$ cat src/rtl/axi4_lite_if.sv
// AXI4-Lite bus bundle shared by the UART bridge (master) and register endpoints (slave).
interface axi4_lite_if;
    // Every channel uses strict valid/ready: a beat transfers on a rising clk edge where both
    // are high, and a source holding valid keeps its payload stable until that edge.
    logic [31:0] awaddr;
    logic [2:0]  awprot;
    logic        awvalid;
    logic        awready;
    logic [31:0] wdata;
    logic [3:0]  wstrb;
    logic        wvalid;
    logic        wready;
    logic [1:0]  bresp;
    logic        bvalid;
    logic        bready;
    logic [31:0] araddr;
    logic [2:0]  arprot;
    logic        arvalid;
    logic        arready;
    logic [31:0] rdata;
    logic [1:0]  rresp;
    logic        rvalid;
    logic        rready;

    modport master (
        output awaddr, awprot, awvalid, wdata, wstrb, wvalid, bready,
        output araddr, arprot, arvalid, rready,
        input  awready, wready, bresp, bvalid, arready, rdata, rresp, rvalid
    );

    modport slave (
        input  awaddr, awprot, awvalid, wdata, wstrb, wvalid, bready,
        input  araddr, arprot, arvalid, rready,
        output awready, wready, bresp, bvalid, arready, rdata, rresp, rvalid
    );
endinterface

$ cat src/rtl/axi4_lite_reg_slave.sv
// AXI4-Lite register bank responder: NUM_REGS x 32-bit registers, independent AW/W, byte strobes.
// Optional AXI_REG_SLAVE_DECERR_EN: out-of-range accesses get SLVERR instead of aliasing.
module axi4_lite_reg_slave #(
    parameter logic [31:0] BASE_ADDR = 32'h0000_1000,
    parameter int          NUM_REGS  = 16,
    parameter int          IDX_W     = (NUM_REGS > 1) ? $clog2(NUM_REGS) : 1
) (
    input  logic                     clk,
    input  logic                     rst,
    axi4_lite_if.slave               axi,
    output logic [32*NUM_REGS-1:0]   reg_out,
    output logic                     reg_wr_pulse,
    output logic [IDX_W-1:0]         reg_wr_index
);

`ifdef AXI_REG_SLAVE_DECERR_EN
    localparam bit DECERR_EN = 1'b1;
`else
    localparam bit DECERR_EN = 1'b0;
`endif

    typedef enum logic [1:0] {W_IDLE, W_HAVE_A, W_HAVE_D, W_RESP} w_state_t;
    typedef enum logic {R_IDLE, R_RESP} r_state_t;

    w_state_t w_state, w_next;
    r_state_t r_state, r_next;

    logic [31:0] regs [NUM_REGS];
    logic [31:0] aw_addr_q;
    logic [31:0] w_data_q;
    logic [3:0]  w_strb_q;
    logic [1:0]  bresp_q;
    logic [31:0] rdata_q;
    logic [1:0]  rresp_q;
    logic        commit;

    logic [31:0]      commit_addr;
    logic [31:0]      commit_data;
    logic [3:0]       commit_strb;
    logic [IDX_W-1:0] commit_idx;
    logic             commit_ok;
    logic [IDX_W-1:0] rd_idx;
    logic             rd_ok;
    logic             unused_prot;

    // Without the range check the word index simply wraps modulo NUM_REGS.
    function automatic logic [IDX_W-1:0] idx_of(input logic [31:0] addr);
        logic [31:0] off;
        logic [29:0] word;
        off  = addr - BASE_ADDR;
        word = off[31:2];
        return IDX_W'(word % 30'(NUM_REGS));
    endfunction

    function automatic logic addr_ok(input logic [31:0] addr);
        logic [31:0] off;
        off = addr - BASE_ADDR;
        return !DECERR_EN || ((addr >= BASE_ADDR) && (off[31:2] < 30'(NUM_REGS)));
    endfunction

    // The channel completing on the commit edge comes straight from the bus, the other from its latch.
    assign commit_addr = (w_state == W_HAVE_A) ? aw_addr_q : axi.awaddr;
    assign commit_data = (w_state == W_HAVE_D) ? w_data_q  : axi.wdata;
    assign commit_strb = (w_state == W_HAVE_D) ? w_strb_q  : axi.wstrb;
    assign commit_idx  = idx_of(commit_addr);
    assign commit_ok   = addr_ok(commit_addr);
    assign rd_idx      = idx_of(axi.araddr);
    assign rd_ok       = addr_ok(axi.araddr);
    assign unused_prot = ^{axi.awprot, axi.arprot};

    always_ff @(posedge clk) begin
        if (rst) begin
            w_state <= W_IDLE;
            r_state <= R_IDLE;
        end else begin
            w_state <= w_next;
            r_state <= r_next;
        end
    end

    // Readies depend on state only, so no valid-to-ready combinational path exists.
    always_comb begin
        w_next      = w_state;
        commit      = 1'b0;
        axi.awready = 1'b0;
        axi.wready  = 1'b0;
        axi.bvalid  = 1'b0;
        unique case (w_state)
            W_IDLE: begin
                axi.awready = 1'b1;
                axi.wready  = 1'b1;
                if (axi.awvalid && axi.wvalid) begin
                    w_next = W_RESP;
                    commit = 1'b1;
                end else if (axi.awvalid) begin
                    w_next = W_HAVE_A;
                end else if (axi.wvalid) begin
                    w_next = W_HAVE_D;
                end
            end
            W_HAVE_A: begin
                axi.wready = 1'b1;
                if (axi.wvalid) begin
                    w_next = W_RESP;
                    commit = 1'b1;
                end
            end
            W_HAVE_D: begin
                axi.awready = 1'b1;
                if (axi.awvalid) begin
                    w_next = W_RESP;
                    commit = 1'b1;
                end
            end
            W_RESP: begin
                axi.bvalid = 1'b1;
                if (axi.bready) w_next = W_IDLE;
            end
            default: w_next = W_IDLE;
        endcase
    end

    always_comb begin
        r_next      = r_state;
        axi.arready = 1'b0;
        axi.rvalid  = 1'b0;
        unique case (r_state)
            R_IDLE: begin
                axi.arready = 1'b1;
                if (axi.arvalid) r_next = R_RESP;
            end
            R_RESP: begin
                axi.rvalid = 1'b1;
                if (axi.rready) r_next = R_IDLE;
            end
            default: r_next = R_IDLE;
        endcase
    end

    always_ff @(posedge clk) begin
        if (rst) begin
            aw_addr_q <= '0;
            w_data_q  <= '0;
            w_strb_q  <= '0;
        end else begin
            if ((w_state == W_IDLE || w_state == W_HAVE_D) && axi.awvalid) aw_addr_q <= axi.awaddr;
            if ((w_state == W_IDLE || w_state == W_HAVE_A) && axi.wvalid) begin
                w_data_q <= axi.wdata;
                w_strb_q <= axi.wstrb;
            end
        end
    end

    // Read capture uses the pre-edge register value, so a same-edge write is not visible yet.
    always_ff @(posedge clk) begin
        if (rst) begin
            for (int i = 0; i < NUM_REGS; i++) regs[i] <= '0;
            bresp_q      <= 2'b00;
            rdata_q      <= '0;
            rresp_q      <= 2'b00;
            reg_wr_pulse <= 1'b0;
            reg_wr_index <= '0;
        end else begin
            reg_wr_pulse <= commit && commit_ok;
            if (commit) begin
                bresp_q <= commit_ok ? 2'b00 : 2'b10;
                if (commit_ok) begin
                    reg_wr_index <= commit_idx;
                    for (int k = 0; k < 4; k++)
                        if (commit_strb[k]) regs[commit_idx][8*k +: 8] <= commit_data[8*k +: 8];
                end
            end
            if (r_state == R_IDLE && axi.arvalid) begin
                rdata_q <= rd_ok ? regs[rd_idx] : 32'h0;
                rresp_q <= rd_ok ? 2'b00 : 2'b10;
            end
        end
    end

    assign axi.bresp = bresp_q;
    assign axi.rdata = rdata_q;
    assign axi.rresp = rresp_q;

    for (genvar g = 0; g < NUM_REGS; g++) begin : g_out
        assign reg_out[32*g +: 32] = regs[g];
    end

endmodule

$ cat src/flat_wrapper.sv
// flat-port wrapper written by rule: the top's interface ports become plain ports
module axi4_lite_reg_slave_flat 
#(
    parameter logic [31:0] BASE_ADDR = 32'h0000_1000,
    parameter int          NUM_REGS  = 16,
    parameter int          IDX_W     = (NUM_REGS > 1) ? $clog2(NUM_REGS) : 1
)
  (clk, rst, reg_out, reg_wr_pulse, reg_wr_index, axi_awaddr, axi_awprot, axi_awvalid, axi_wdata, axi_wstrb, axi_wvalid, axi_bready, axi_araddr, axi_arprot, axi_arvalid, axi_rready, axi_awready, axi_wready, axi_bresp, axi_bvalid, axi_arready, axi_rdata, axi_rresp, axi_rvalid);
  axi4_lite_if axi_i ();
  input  logic clk;
  input  logic rst;
  output logic [32*NUM_REGS-1:0] reg_out;
  output logic reg_wr_pulse;
  output logic [IDX_W-1:0] reg_wr_index;
  input wire logic [$bits(axi_i.awaddr)-1:0] axi_awaddr;
  input wire logic [$bits(axi_i.awprot)-1:0] axi_awprot;
  input wire logic [$bits(axi_i.awvalid)-1:0] axi_awvalid;
  input wire logic [$bits(axi_i.wdata)-1:0] axi_wdata;
  input wire logic [$bits(axi_i.wstrb)-1:0] axi_wstrb;
  input wire logic [$bits(axi_i.wvalid)-1:0] axi_wvalid;
  input wire logic [$bits(axi_i.bready)-1:0] axi_bready;
  input wire logic [$bits(axi_i.araddr)-1:0] axi_araddr;
  input wire logic [$bits(axi_i.arprot)-1:0] axi_arprot;
  input wire logic [$bits(axi_i.arvalid)-1:0] axi_arvalid;
  input wire logic [$bits(axi_i.rready)-1:0] axi_rready;
  output wire logic [$bits(axi_i.awready)-1:0] axi_awready;
  output wire logic [$bits(axi_i.wready)-1:0] axi_wready;
  output wire logic [$bits(axi_i.bresp)-1:0] axi_bresp;
  output wire logic [$bits(axi_i.bvalid)-1:0] axi_bvalid;
  output wire logic [$bits(axi_i.arready)-1:0] axi_arready;
  output wire logic [$bits(axi_i.rdata)-1:0] axi_rdata;
  output wire logic [$bits(axi_i.rresp)-1:0] axi_rresp;
  output wire logic [$bits(axi_i.rvalid)-1:0] axi_rvalid;
  assign axi_i.awaddr = axi_awaddr;
  assign axi_i.awprot = axi_awprot;
  assign axi_i.awvalid = axi_awvalid;
  assign axi_i.wdata = axi_wdata;
  assign axi_i.wstrb = axi_wstrb;
  assign axi_i.wvalid = axi_wvalid;
  assign axi_i.bready = axi_bready;
  assign axi_i.araddr = axi_araddr;
  assign axi_i.arprot = axi_arprot;
  assign axi_i.arvalid = axi_arvalid;
  assign axi_i.rready = axi_rready;
  assign axi_awready = axi_i.awready;
  assign axi_wready = axi_i.wready;
  assign axi_bresp = axi_i.bresp;
  assign axi_bvalid = axi_i.bvalid;
  assign axi_arready = axi_i.arready;
  assign axi_rdata = axi_i.rdata;
  assign axi_rresp = axi_i.rresp;
  assign axi_rvalid = axi_i.rvalid;
  axi4_lite_reg_slave #(.BASE_ADDR(BASE_ADDR), .NUM_REGS(NUM_REGS), .IDX_W(IDX_W)) u_core (.clk(clk), .rst(rst), .axi(axi_i), .reg_out(reg_out), .reg_wr_pulse(reg_wr_pulse), .reg_wr_index(reg_wr_index));
endmodule
$ cat config.mk
export PLATFORM = sky130hd
export DESIGN_NAME = axi4_lite_reg_slave_flat
export DESIGN_NICKNAME = d
export VERILOG_FILES = /design/src/rtl/axi4_lite_if.sv /design/src/rtl/axi4_lite_reg_slave.sv /design/src/flat_wrapper.sv
export SDC_FILE = /design/constraint.sdc
export NUM_CORES = 1
export LEC_CHECK = 0
export ABC_AREA = 1
export CORE_MARGIN = 2
export CORE_UTILIZATION = 30
export DETAILED_ROUTE_END_ITERATION = 8
export SYNTH_ARGS = -nofsm -noshare
export SYNTH_HDL_FRONTEND = slang
export SYNTH_SLANG_ARGS = --single-unit
$ cat constraint.sdc
create_clock -name clk -period 4.5 [get_ports clk]
set_clock_uncertainty 0.2 [all_clocks]
set_input_delay 0.9 -clock clk [delete_from_list [all_inputs] [get_ports clk]]
set_output_delay 0.9 -clock clk [all_outputs]
set_load 0.01 [all_outputs]
## After elaboration in Yosys (flattened, before gate mapping)

Memories as Yosys holds them, arrays and structs flattened. A register that Yosys moved wholly into a read port is not among the register bits.
Cells that the tools add are included.

| cells by class | value |
|---|---|
| add/subtract/negate cells | 2 |
| eq/ne operators | 7 |
| multiplexer cells | 43 |
| bitwise gates (word level) | 1 |
| reductions and logical operators | 11 |

Operators by type and width:

| cell | count |
|---|---|
| $mux 32 | 2 |
| $reduce_or 32->1 | 1 |
| $mux 1 | 28 |
| $mux 2 | 6 |
| $mux 4 | 3 |
| $sub 6x1->6 const B | 2 |
| $pmux 2 s4 | 1 |
| $mux 6 | 1 |
| $ne 2x2->1 const B | 3 |
| $eq 2x2->1 const B | 2 |
| $logic_and 1x1->1 | 4 |
| $ne 4x3->1 const B | 1 |
| $reduce_and 4->1 | 1 |
| $reduce_or 2->1 | 2 |
| $pmux 1 s3 | 1 |
| $eq 2x1->1 const B | 1 |
| $logic_not 2->1 | 1 |
| $logic_or 1x1->1 | 2 |
| $pmux 1 s2 | 1 |
| $not 1->1 | 1 |

| word-level totals | value |
|---|---|
| bits in registers | 50 |
| bits in writable memories | 512 |
| output and inout bits | 558 |
| word-level logic and storage cells | 72 |
| memories kept | 1 |

Memory list:

| memory | words | width | read ports | clocked after Yosys merged registers in | wr ports | line | text |
|---|---|---|---|---|---|---|---|
| u_core.regs | 16 | 32 | 17 | 1 | 16 | axi4_lite_reg_slave.sv:28 | `logic [31:0] regs [NUM_REGS];` |

## Logic depth before layout (Yosys ltp)

| depth | value |
|---|---|
| depth in word-level cells | 8 |
| depth in mapped cells | 12 |

## Worst setup path after synthesis

No wires, ideal clock.

| timing path | value |
|---|---|
| path type | input port to flip-flop |
| from | in axi_awvalid |
| to | mem u_core.regs[2][24] (enable) |
| arrival | 2.144 ns |
| data required time | 3.971 ns |
| path slack | 1.827 ns |
| cell stages on the path | 9 |
| cells stage by stage | nand2_1 -> inv_1 -> o21ai_1 -> nand2_1 -> nand3_1 -> nor2_2 -> buf_8 -> nand2_2 -> nand2_1 |

RTL lines:

| what | line | text |
|---|---|---|
| start, declared | flat_wrapper.sv:17 | `input wire logic [$bits(axi_i.awvalid)-1:0] axi_awvalid;` |
| end, declared | axi4_lite_reg_slave.sv:28 |  |

## Worst setup path after layout

| timing path | value |
|---|---|
| from | reg u_core.w_state[0] |
| to | out axi_awready |

| between the ends | value |
|---|---|
| cells in the longest elaborated chain, start to end | 3 |
| elaborated cells on any way between the ends | 4 |

Ends and longest elaborated chain:

| what | line | text |
|---|---|---|
| start, declared | axi4_lite_reg_slave.sv:25 | `w_state_t w_state, w_next;` |
| start signal, assigned | axi4_lite_reg_slave.sv:76 | `w_state <= w_next;` |
| $eq 2x2->1 / $logic_not 2->1 (equally long branches) | axi4_lite_reg_slave.sv:88 | `unique case (w_state)` |
| $reduce_or 2->1 (no line) * | n/a |  |
| $mux 1 * | axi4_lite_reg_slave.sv:88 |  |
| end, declared | flat_wrapper.sv:26 | `output wire logic [$bits(axi_i.awready)-1:0] axi_awready;` |

Every way passes the cells marked *; elsewhere a longest branch is shown, timed or not.

==> impl_metrics.yaml <==
global_route:
  grtUsageMet3_pct: 6.17
  antenna_found_initial: 4
  grt_max_degree: 140
  use_met2_pct: 41.4
  busiest_layer: "met2"
  track_usage_pct: 24.8
  grt_pass1_vias: 22300
  grt_util_met1_pct: 31.2
  grt_pass1_wl_um: 162000
  grt-ovfl-total: 0
logic_synthesis:
  yosysTopAreaCell: "edfxtp_1"
  synthTopCellsByCount: "nand2_1, nor2_1, edfxtp_1, nand3_1, clkbuf_1"
  synthTopCellsByArea: "edfxtp_1, nand2_1, nor2_1"
  synth_top_area_share_pct: 57.5
  ys_seq_area_share_pct: 63.5
  ys_ff_latch: 592
  synth-edff-count: 512
  synth_area_per_cell_um2: 9.32
  synth_warnings: 0
  synth_most_common_cell: "nand2_1"
  ys.flop_type: "edfxtp_1"
  synthDistinctLibCells: 28
  synthCells: 2869
  synth_area_mm2: 0.0267
  postSynth.asyncResetShare_pct: 0
cts:
  cts-root-buf: "clkbuf_16"
  cts_tree: "done"
  htree_levels: 3
  postCtsHoldBufs: 0
  clock-sinks: 592
  post-cts-setup-buffers: 0
  clkTransAtPathRegs_ns: 0.06
  cts_inserted_buffers: 69
  cts.repair.resized: 0
  insertion_delay_ns: 0.63
  ctsLongestPathBuffers: 3
route:
  drc: 0
  routed_wirelength_um: 117000
  antenna_left: 0
  via_count: 23300
  drt_first_pass_iters: 6
  via_per_inst: 5.02
  wire_per_inst_um: 25.0
  drtIter0Drc: 2183
sta:
  tightest_slew_ns: 0.940
  hold_violations: 0
  period_minus_slack_ns: 3.30
  max_slew_margin_pct: 36.0
  rsz0062_at_grt: "false"
  setup_viol: 0
  maxSlewViolCount: 0
  clock.fmax_mhz: 303
  fin_tns_setup_ns: 0
  period_share_pct: 73.2
critical_path:
  crit_arrival_ns: 2.20
  crit_top_cell: "inv_1"
  critPathBufInv: 3
  criticalPathCategory: "register to output pin"
  reg2reg_slack_ns: 1.28
  cp_slowest_cell: "clkdlybuf4s50_1"
  cp.depth: 5
  path_max_fanout: 11
  end_kind: "output pin"
  reg2reg_depth: 9
  worstSetupStartpointType: "register"
  max_stage_delay_ns: 0.53
  crit_chain: "inv_1 > ha_2 > inv_1 > nand2_1 > clkdlybuf4s50_1"
  required_ns: 3.40
  crit_family: "buffers and inverters"
floorplan:
  die_h_um: 302
  die-area_mm2: 0.0915
  core_area_mm2: 0.0884
  num_io_pins: 671
  die_w_um: 302
  rows: 109
  initial_core_util_pct: 30.2
power_and_ir_drop:
  irDropWorstVdd_mv: 0.268
  power_density_mw_per_mm2: 439
  power_leakage_nw: 14.3
final_layout:
  area_growth_pct: 35.9
  stdcell_area_mm2: 0.0363
  regArea_mm2: 0.0170
  multi_input_area_mm2: 0.00886
  finalNetCount: 3550
  drive_gt1_share_pct: 7.97
  nFillCells: 8662
job:
  maxCapViolations: 0
place:
  place.gp.congestion: 0.905
  place_area_mm2: 0.0341
  hpwlAfterDp_um: 86300
  port_buffers: 604
hold_path:
  min_path_cells: 2
  worstHoldPathType: "register to register"
run_status:
  status: "finished, final reports clean"
==> power by group <==
group          leakage [nW]  internal, mW  switching, mW  total, mW
sequential             5.95          6.35          0.273       6.63
combinational          7.29          1.15           2.71       3.85
clock                  1.06          3.13           2.32       5.45
==> final timing paths <==
path | start | end
max | u_core.w_state[0]$_SDFFE_PP0P_ | axi_awready
min | u_core.w_data_q[2]$_SDFFE_PP0P_ | u_core.w_data_q[2]$_SDFFE_PP0P_
max reg2reg | u_core.w_state[1]$_SDFFE_PP0P_ | u_core.regs[4][7]$_SDFFCE_PN0P_
min reg2reg | u_core.w_data_q[2]$_SDFFE_PP0P_ | u_core.w_data_q[2]$_SDFFE_PP0P_
==> state kept, by name, summed over array words and instances (netlist names) <==
signal and cells:
u_core.regs 512, u_core.axi.rdata 32, u_core.w_data_q 32, u_core.aw_addr_q 4, u_core.reg_wr_index 4, u_core.w_strb_q 4, u_core.w_state 2, u_core.r_state 1
u_core.reg_wr_pulse 1
==> routing by layer <==
metal,part of all wire (%),up-vias
met5,0.0094,-
met2,48,1220
met3,9.5,199
met1,39,11300
li1,-,10700
met4,3.7,2
==> kinds of logic after synthesis <==
| group | count (synthesis) | synth area share (%) |
|---|---|---|
| AO/OA/AOI/OAI | 74 | 1.46 |
| adder cells (fa/ha/maj) | 4 | 0.187 |
| buffers and inverters | 241 | 3.62 |
| flip-flops | 592 | 63.5 |
| multiplexers | 24 | 0.899 |
| other | 1 | 0.0140 |
| AND/OR/NAND/NOR | 1933 | 30.3 |
==> metrics by stage <==
| stage | setup slack, ns | power [mW] | cells | hold WS, ns | utilization [%] |
|---|---|---|---|---|---|
| after floorplan | 1.83 | 8.51 | 2872 | 0.229 | - |
| after global placement | 0.893 | 10.6 | 4527 | 0.237 | 38.6 |
| after detailed placement | 0.879 | 10.6 | 4527 | 0.242 | 38.6 |
| after CTS | 1.15 | 16.0 | 4653 | 0.251 | 41.1 |
| after global routing | 1.07 | 16.5 | 4655 | 0.282 | 41.1 |
| final | 1.20 | 15.9 | 4655 | 0.249 | 41.1 |
==> cell usage in the layout, fill, tap and decap left out, types with 9 or more instances in the layout <==
| cell | instances |
|---|---|
| nand2_1 | 770 |
| nor2_1 | 651 |
| clkdlybuf4s50_1 | 599 |
| edfxtp_1 | 512 |
| nand3_1 | 420 |
| dfxtp_1 | 80 |
| clkbuf_16 | 70 |
| nand2_2 | 62 |
| buf_4 | 59 |
| inv_1 | 55 |
| o21ai_0 | 47 |
| clkinv_1 | 18 |
| mux2i_1 | 15 |
| nor2_4 | 12 |
| a21oi_1 | 11 |
| o21ai_1 | 9 |
| clkbuf_1 | 9 |
==> worst register-to-register path, delay by kind of cell, from the launching register on <==
family / cells / cell delay (ns)
DFF: 1 / 0.33
buffers and inverters: 2 / 0.22
and+or+nand+nor: 5 / 1.67
AOI/OAI and AO/OA: 1 / 0.10
adders and majority gates: 1 / 0.37
==> final cells by class <==
class | count | share of cell area (%)
Timing Repair Buffer | 669 | 18.2
Tap cell | 1165 | 4.01
Sequential cell | 592 | 46.7
Antenna cell | 2 | 0.0138
Clock buffer | 86 | 5.15
Clock inverter | 40 | 0.820
Multi-Input combinational cell | 2039 | 24.4
Inverter | 62 | 0.675
(Power assumes the default switching activity.)
